### src/rtl/mem_port_arbiter_pkg.sv
// Shared encodings for the CPU / programmer memory port arbiter and the
// programmer-side logic that reads the lock owner.
package mem_port_arbiter_pkg;

    localparam int AW_DEF = 8;
    localparam int DW_DEF = 8;

    typedef enum logic [1:0] {
        OWN_NONE = 2'b00,
        OWN_CPU  = 2'b01,
        OWN_PRG  = 2'b10
    } owner_e;

    typedef enum logic [1:0] {
        ST_IDLE     = 2'b00,
        ST_LOCK_CPU = 2'b01,
        ST_LOCK_PRG = 2'b10
    } arb_state_e;

    typedef enum logic {
        WHO_CPU = 1'b0,
        WHO_PRG = 1'b1
    } who_e;

    typedef struct packed {
        logic vld;
        who_e who;
    } rd_tag_t;

    function automatic owner_e state_owner(input arb_state_e s);
        case (s)
            ST_LOCK_CPU: return OWN_CPU;
            ST_LOCK_PRG: return OWN_PRG;
            default:     return OWN_NONE;
        endcase
    endfunction

endpackage

### src/rtl/mem_port_arbiter_rd_return_pipe.sv
// Two-stage {valid, who} tag pipeline: a read accepted in cycle N raises the
// owning requester's rvalid in N+2, lined up with synchronous-RAM data.
module rd_return_pipe
    import mem_port_arbiter_pkg::*;
(
    input  logic clock,
    input  logic reset,
    input  logic push_vld,
    input  who_e push_who,
    output logic cpu_rvalid,
    output logic prg_rvalid
);

    rd_tag_t s1_q;
    rd_tag_t s2_q;

    always_ff @(posedge clock) begin
        if (reset) begin
            s1_q <= '0;
            s2_q <= '0;
        end else begin
            s1_q <= '{vld: push_vld, who: push_who};
            s2_q <= s1_q;
        end
    end

    assign cpu_rvalid = s2_q.vld && (s2_q.who == WHO_CPU);
    assign prg_rvalid = s2_q.vld && (s2_q.who == WHO_PRG);

endmodule

### src/rtl/mem_port_arbiter.sv
// Two-port arbiter (CPU, programmer) onto one synchronous RAM port with
// round-robin, bounded bus locking and a program mode that shuts the CPU out.
module mem_port_arbiter
    import mem_port_arbiter_pkg::*;
#(
    parameter int AW       = AW_DEF,
    parameter int DW       = DW_DEF,
    parameter int LOCK_MAX = 8
) (
    input  logic          clock,
    input  logic          reset,
    input  logic          mode,
    input  logic          cpu_req,
    input  logic          cpu_wr,
    input  logic          cpu_lock,
    input  logic [AW-1:0] cpu_adrs,
    input  logic [DW-1:0] cpu_wdata,
    output logic          cpu_gnt,
    output logic          cpu_rvalid,
    output logic [DW-1:0] cpu_rdata,
    input  logic          prg_req,
    input  logic          prg_wr,
    input  logic          prg_lock,
    input  logic [AW-1:0] prg_adrs,
    input  logic [DW-1:0] prg_wdata,
    output logic          prg_gnt,
    output logic          prg_rvalid,
    output logic [DW-1:0] prg_rdata,
    output logic [AW-1:0] mem_adrs,
    output logic [DW-1:0] mem_data,
    output logic          mem_wr_en,
    input  logic [DW-1:0] mem_q,
    output logic [1:0]    owner
);

    localparam int CW = $clog2(LOCK_MAX + 1);

    arb_state_e    state_q, state_d, eff_state;
    who_e          last_q, last_d, win_who;
    logic [CW-1:0] cnt_q, cnt_d, cnt_inc;
    logic [AW-1:0] mem_adrs_q;
    logic [DW-1:0] mem_data_q;
    logic          mem_wr_en_q;
    logic          cpu_elig, prg_elig;
    logic          cpu_gnt_c, prg_gnt_c, acc;
    logic          win_lock, win_wr;
    logic [AW-1:0] win_adrs;
    logic [DW-1:0] win_wdata;

    // Program mode breaks a CPU lock in the very cycle it rises.
    always_comb begin
        eff_state = state_q;
        if (reset || (state_q == ST_LOCK_CPU && mode)) begin
            eff_state = ST_IDLE;
        end
    end

    assign cpu_elig = cpu_req && !mode && !reset;
    assign prg_elig = prg_req && !reset;

    always_comb begin
        cpu_gnt_c = 1'b0;
        prg_gnt_c = 1'b0;
        case (eff_state)
            ST_LOCK_CPU: cpu_gnt_c = cpu_elig;
            ST_LOCK_PRG: prg_gnt_c = prg_elig;
            default: begin
                if (cpu_elig && prg_elig) begin
                    cpu_gnt_c = (last_q == WHO_PRG);
                    prg_gnt_c = (last_q == WHO_CPU);
                end else begin
                    cpu_gnt_c = cpu_elig;
                    prg_gnt_c = prg_elig;
                end
            end
        endcase
    end

    assign acc       = cpu_gnt_c || prg_gnt_c;
    assign win_who   = prg_gnt_c ? WHO_PRG : WHO_CPU;
    assign win_lock  = prg_gnt_c ? prg_lock  : cpu_lock;
    assign win_wr    = prg_gnt_c ? prg_wr    : cpu_wr;
    assign win_adrs  = prg_gnt_c ? prg_adrs  : cpu_adrs;
    assign win_wdata = prg_gnt_c ? prg_wdata : cpu_wdata;
    assign cnt_inc   = (cnt_q == CW'(LOCK_MAX)) ? cnt_q : cnt_q + CW'(1);

    always_comb begin
        state_d = eff_state;
        last_d  = acc ? win_who : last_q;
        cnt_d   = cnt_q;
        case (eff_state)
            ST_LOCK_CPU: begin
                if (cpu_gnt_c) begin
                    if (cpu_lock) cnt_d = cnt_inc;
                    else          state_d = ST_IDLE;
                end else if (!cpu_req && !cpu_lock) begin
                    state_d = ST_IDLE;
                end
            end
            ST_LOCK_PRG: begin
                if (prg_gnt_c) begin
                    if (prg_lock) cnt_d = cnt_inc;
                    else          state_d = ST_IDLE;
                end else if (!prg_req && !prg_lock) begin
                    state_d = ST_IDLE;
                end
            end
            default: begin
                if (acc && win_lock) begin
                    state_d = prg_gnt_c ? ST_LOCK_PRG : ST_LOCK_CPU;
                    cnt_d   = CW'(1);
                end
            end
        endcase
        // Starvation guard: a waiting requester gets the bus once the lock quota is spent.
        if (state_d == ST_LOCK_CPU && cnt_d >= CW'(LOCK_MAX) && prg_req) begin
            state_d = ST_IDLE;
        end
        if (state_d == ST_LOCK_PRG && cnt_d >= CW'(LOCK_MAX) && cpu_req && !mode) begin
            state_d = ST_IDLE;
        end
        if (state_d == ST_IDLE) begin
            cnt_d = '0;
        end
    end

    always_ff @(posedge clock) begin
        if (reset) begin
            state_q     <= ST_IDLE;
            last_q      <= WHO_PRG;
            cnt_q       <= '0;
            mem_adrs_q  <= '0;
            mem_data_q  <= '0;
            mem_wr_en_q <= 1'b0;
        end else begin
            state_q     <= state_d;
            last_q      <= last_d;
            cnt_q       <= cnt_d;
            mem_wr_en_q <= acc && win_wr;
            if (acc) begin
                mem_adrs_q <= win_adrs;
                mem_data_q <= win_wdata;
            end
        end
    end

    rd_return_pipe u_rd_return_pipe (
        .clock      (clock),
        .reset      (reset),
        .push_vld   (acc && !win_wr),
        .push_who   (win_who),
        .cpu_rvalid (cpu_rvalid),
        .prg_rvalid (prg_rvalid)
    );

    assign cpu_gnt   = cpu_gnt_c;
    assign prg_gnt   = prg_gnt_c;
    assign owner     = state_owner(eff_state);
    assign mem_adrs  = mem_adrs_q;
    assign mem_data  = mem_data_q;
    assign mem_wr_en = mem_wr_en_q;
    assign cpu_rdata = mem_q;
    assign prg_rdata = mem_q;

endmodule

### config.mk
export PLATFORM = sky130hd
export DESIGN_NAME = mem_port_arbiter
export DESIGN_NICKNAME = d
export VERILOG_FILES = /design/src/rtl/mem_port_arbiter_pkg.sv /design/src/rtl/mem_port_arbiter_rd_return_pipe.sv /design/src/rtl/mem_port_arbiter.sv
export SDC_FILE = /design/constraint.sdc
export NUM_CORES = 1
export LEC_CHECK = 0
export CAP_MARGIN = 20
export CORE_AREA = 2 2 70 72
export CTS_CLUSTER_SIZE = 8
export DETAILED_ROUTE_END_ITERATION = 16
export DIE_AREA = 0 0 72 74
export GPL_TIMING_DRIVEN = 0
export PLACE_DENSITY_LB_ADDON = 0.25
export REMOVE_ABC_BUFFERS = 1
export SYNTH_ARGS = -nofsm -noshare
export SYNTH_HDL_FRONTEND = slang
export SYNTH_SLANG_ARGS = --single-unit
### constraint.sdc
create_clock -name clock -period 4.88 [get_ports clock]
set_clock_uncertainty 0.2 [all_clocks]
set_input_delay 1.464 -clock clock [delete_from_list [all_inputs] [get_ports clock]]
set_output_delay 1.464 -clock clock [all_outputs]
set_load 0.05 [all_outputs]
==> metrics.md <==
| Metric | Value |
|---|---|
| Initial detailed-routing violation count | `74` |
| Clock power share | `0.288` |
| Synth warnings | `0` |
| Switching part of the total power | `0.300` |
| Synthesized flop and latch total | `28` |
| Unrepaired setup endpoints after global routing | `false` |
| Startpoint types | `input pin` |
| Clock tree from TritonCTS | `yes` |
| Netlist cell types | `51` |
| Cell area after synthesis | `1750 um^2` |
| Vias | `1639` |
| Relative slew slack | `0.651` |
| Dpl cell area | `2310 um^2` |
| Min Tclk post-route | `4.77 ns` |
| CTS clk-pin slew, worst paths | `0.10 ns` |
| Post-route ant nets | `0` |
| Fmax | `209 MHz` |
| Std-Cell Rows | `25` |
| Fraction of layout cells with a size suffix above 1 | `0.146` |
| Internal Power | `448 uW` |
| Die footprint | `5330 um^2` |
| Post-synth EDFFs | `0` |
| GRT Total Usage | `0.164` |
| Fin. Hold Viols | `0` |
| Core ar. | `4600 um^2` |
| Dpl cells | `291` |
| Routability cong. | `0.815` |
| Initial antenna violation count | `0` |
| Tcrit/Tclk final | `0.978` |
| DRT Wirelength | `4.37 mm` |
| Pwr Density | `255 nW/um^2` |
| CP arrival | `3.11 ns` |
| Peak supply drop | `0.186 mV` |
| Clk sink count | `28` |
| Seq/Total Area, Yosys | `0.321` |
| Mean Syn Cell Area | `8.78 um^2` |
| Post-DP HPWL | `3.17 mm` |
| # H-tree levels | `1` |
| CTS buffer count | `3` |
| DRC viols | `0` |
| Crit-path max FO | `7` |
| MaxCap Viol Count | `0` |
| Vias/cell | `5.34` |
| Number of global-route vias before repair | `1528` |
| I/O Pins | `88` |
| Psw | `192 uW` |
| Root cell of the clock tree | `clkbuf_8` |
| Outcome | `complete, no violations` |
| Count of final max-slew check failures | `0` |
| LEAKAGE | `0.939 nW` |
| Buffers on Ports | `63` |
| Comb pwr share | `0.316` |
| Post-layout instance area | `2510 um^2` |
| Non-Filler Instances | `307` |
| Most frequent cells in the layout | `clkdlybuf4s50_1 (58), dfxtp_1 (28), nor2_1 (22)` |
| Crit end category | `primary output` |
| First-pass GRT wire length | `7.03 mm` |
| Commonest non-fill, non-tap cell in the layout | `clkdlybuf4s50_1` |
| Clk_lat worst skew | `0.28 ns` |
| Setup_tns | `0 ns` |
| Initial Utilization | `0.380` |
| Layout area overhead | `44.0%` |
| CTS max path bufs | `2` |
| WP data required | `3.22 ns` |
| Synth Flop Type | `dfxtp_1` |
| Antenna diodes | `0` |
| Gr ovfl total | `0` |
| Ys async rst share | `0` |
| Worst-margin pin slew | `0.522 ns` |
| Drt wl/cell | `14.2 um` |
| Final #Nets | `308` |
| Pin count of the biggest net entering global routing | `28` |
| Initial DRT Pass Iterations | `4` |
| Die W | `72 um` |
| Reg power frac | `0.396` |
| Worst hold-check path type | `reg -> reg` |
| Kind of critical path | `in -> out` |
| Final setup fails | `0` |
| Cells after synthesis | `199` |
| Die span in y | `74 um` |
## final timing paths
check / start / endpoint / cells past startpoint / slack (ns)
min reg2reg: u_rd_return_pipe.s1_q[0]$_SDFF_PP0_ / u_rd_return_pipe.s2_q[0]$_SDFF_PP0_ / 1 / 0.25
max reg2reg: state_q[1]$_SDFF_PP0_ / cnt_q[1]$_SDFF_PP0_ / 11 / 2.15
min: u_rd_return_pipe.s1_q[0]$_SDFF_PP0_ / u_rd_return_pipe.s2_q[0]$_SDFF_PP0_ / 1 / 0.25
max: mode / prg_gnt / 9 / 0.11
## kinds of logic (layout without fill, tap and decap cells)
family	after synthesis	in the layout	synth area share
simple gates	65	65	0.208
compound gates	46	46	0.196
buf+inv	35	89	0.125
flops	28	28	0.321
mux	18	18	0.104
fa+ha+maj	5	5	0.0358
xor+xnor	2	2	0.0100
## layer usage
layer,track usage,wire length [um]
met1,0.201,1850
met2,0.273,2140
met3,0.0569,341
met4,0.0524,40
met5,0,0
## power groups by stage
stage | combinational (mW) | sequential (mW) | clock [mW]
after floorplan | 0.0659 | 0.301 | 0
after global placement | 0.185 | 0.258 | 0
after detailed placement | 0.190 | 0.258 | 0
after CTS | 0.198 | 0.253 | 0.191
after global routing | 0.215 | 0.256 | 0.198
final | 0.202 | 0.253 | 0.185
## synth_stat cells (all sizes together) (5+ instances only)
cell type / n / share of area
ha: 5 / 0.036
nand3: 5 / 0.014
clkbuf: 5 / 0.011
nor2: 23 / 0.051
buf: 23 / 0.097
a21oi: 8 / 0.029
mux2i: 17 / 0.097
dfxtp: 28 / 0.32
a211oi: 16 / 0.069
inv: 7 / 0.016
nor2b: 8 / 0.029
o21ai: 5 / 0.014
nand2: 6 / 0.013
## layout make-up
class,instances,area (um^2)
fill,426,2080
multi-input combinational,136,1010
timing repair buffer,78,777
sequential,28,561
tap,54,67.6
clock buffer,3,41.3
inverter,7,31.3
clock inverter,1,30.0
## state kept, by name (all words and copies together) (netlist names)
name,flops
cnt_q,4
mem_adrs,8
mem_wr_en,1
u_rd_return_pipe.s2_q,2
u_rd_return_pipe.s1_q,2
state_q,2
mem_data,8
last_q,1
## stage by stage
step / power [mW] / setup WS [ns] / hold WS, ns / util
floorplan: 0.367 / -2.23 / 0.214 / -
global placement: 0.444 / -4.28 / 0.230 / 0.491
finish: 0.641 / 0.106 / 0.246 / 0.547
detailed placement: 0.449 / -2.24 / 0.225 / 0.503
CTS: 0.642 / 0.0182 / 0.250 / 0.535
global route: 0.669 / 0.0242 / 0.265 / 0.547
## worst max-delay path, cell delays in order
cell and delay [ns]:
buf_2 0.13, or2b_1 0.23, nand3b_1 0.13, inv_2 0.06
ha_4 0.27, and4b_4 0.21, or3_4 0.41, inv_6 0.07
buf_12 0.13
## what timing repair did
| action | CTS | global route |
|---|---|---|
| pin swaps | 4 | 3 |
| hold buffers | 0 | 0 |
| endpoints found under the hold margin | 0 | 0 |
| setup endpoints to repair | 26 | 3 |
| buffers inserted | 6 | 6 |
| gates resized for setup | 31 | 6 |
No activity file was read; power rests on OpenSTA's default activity.
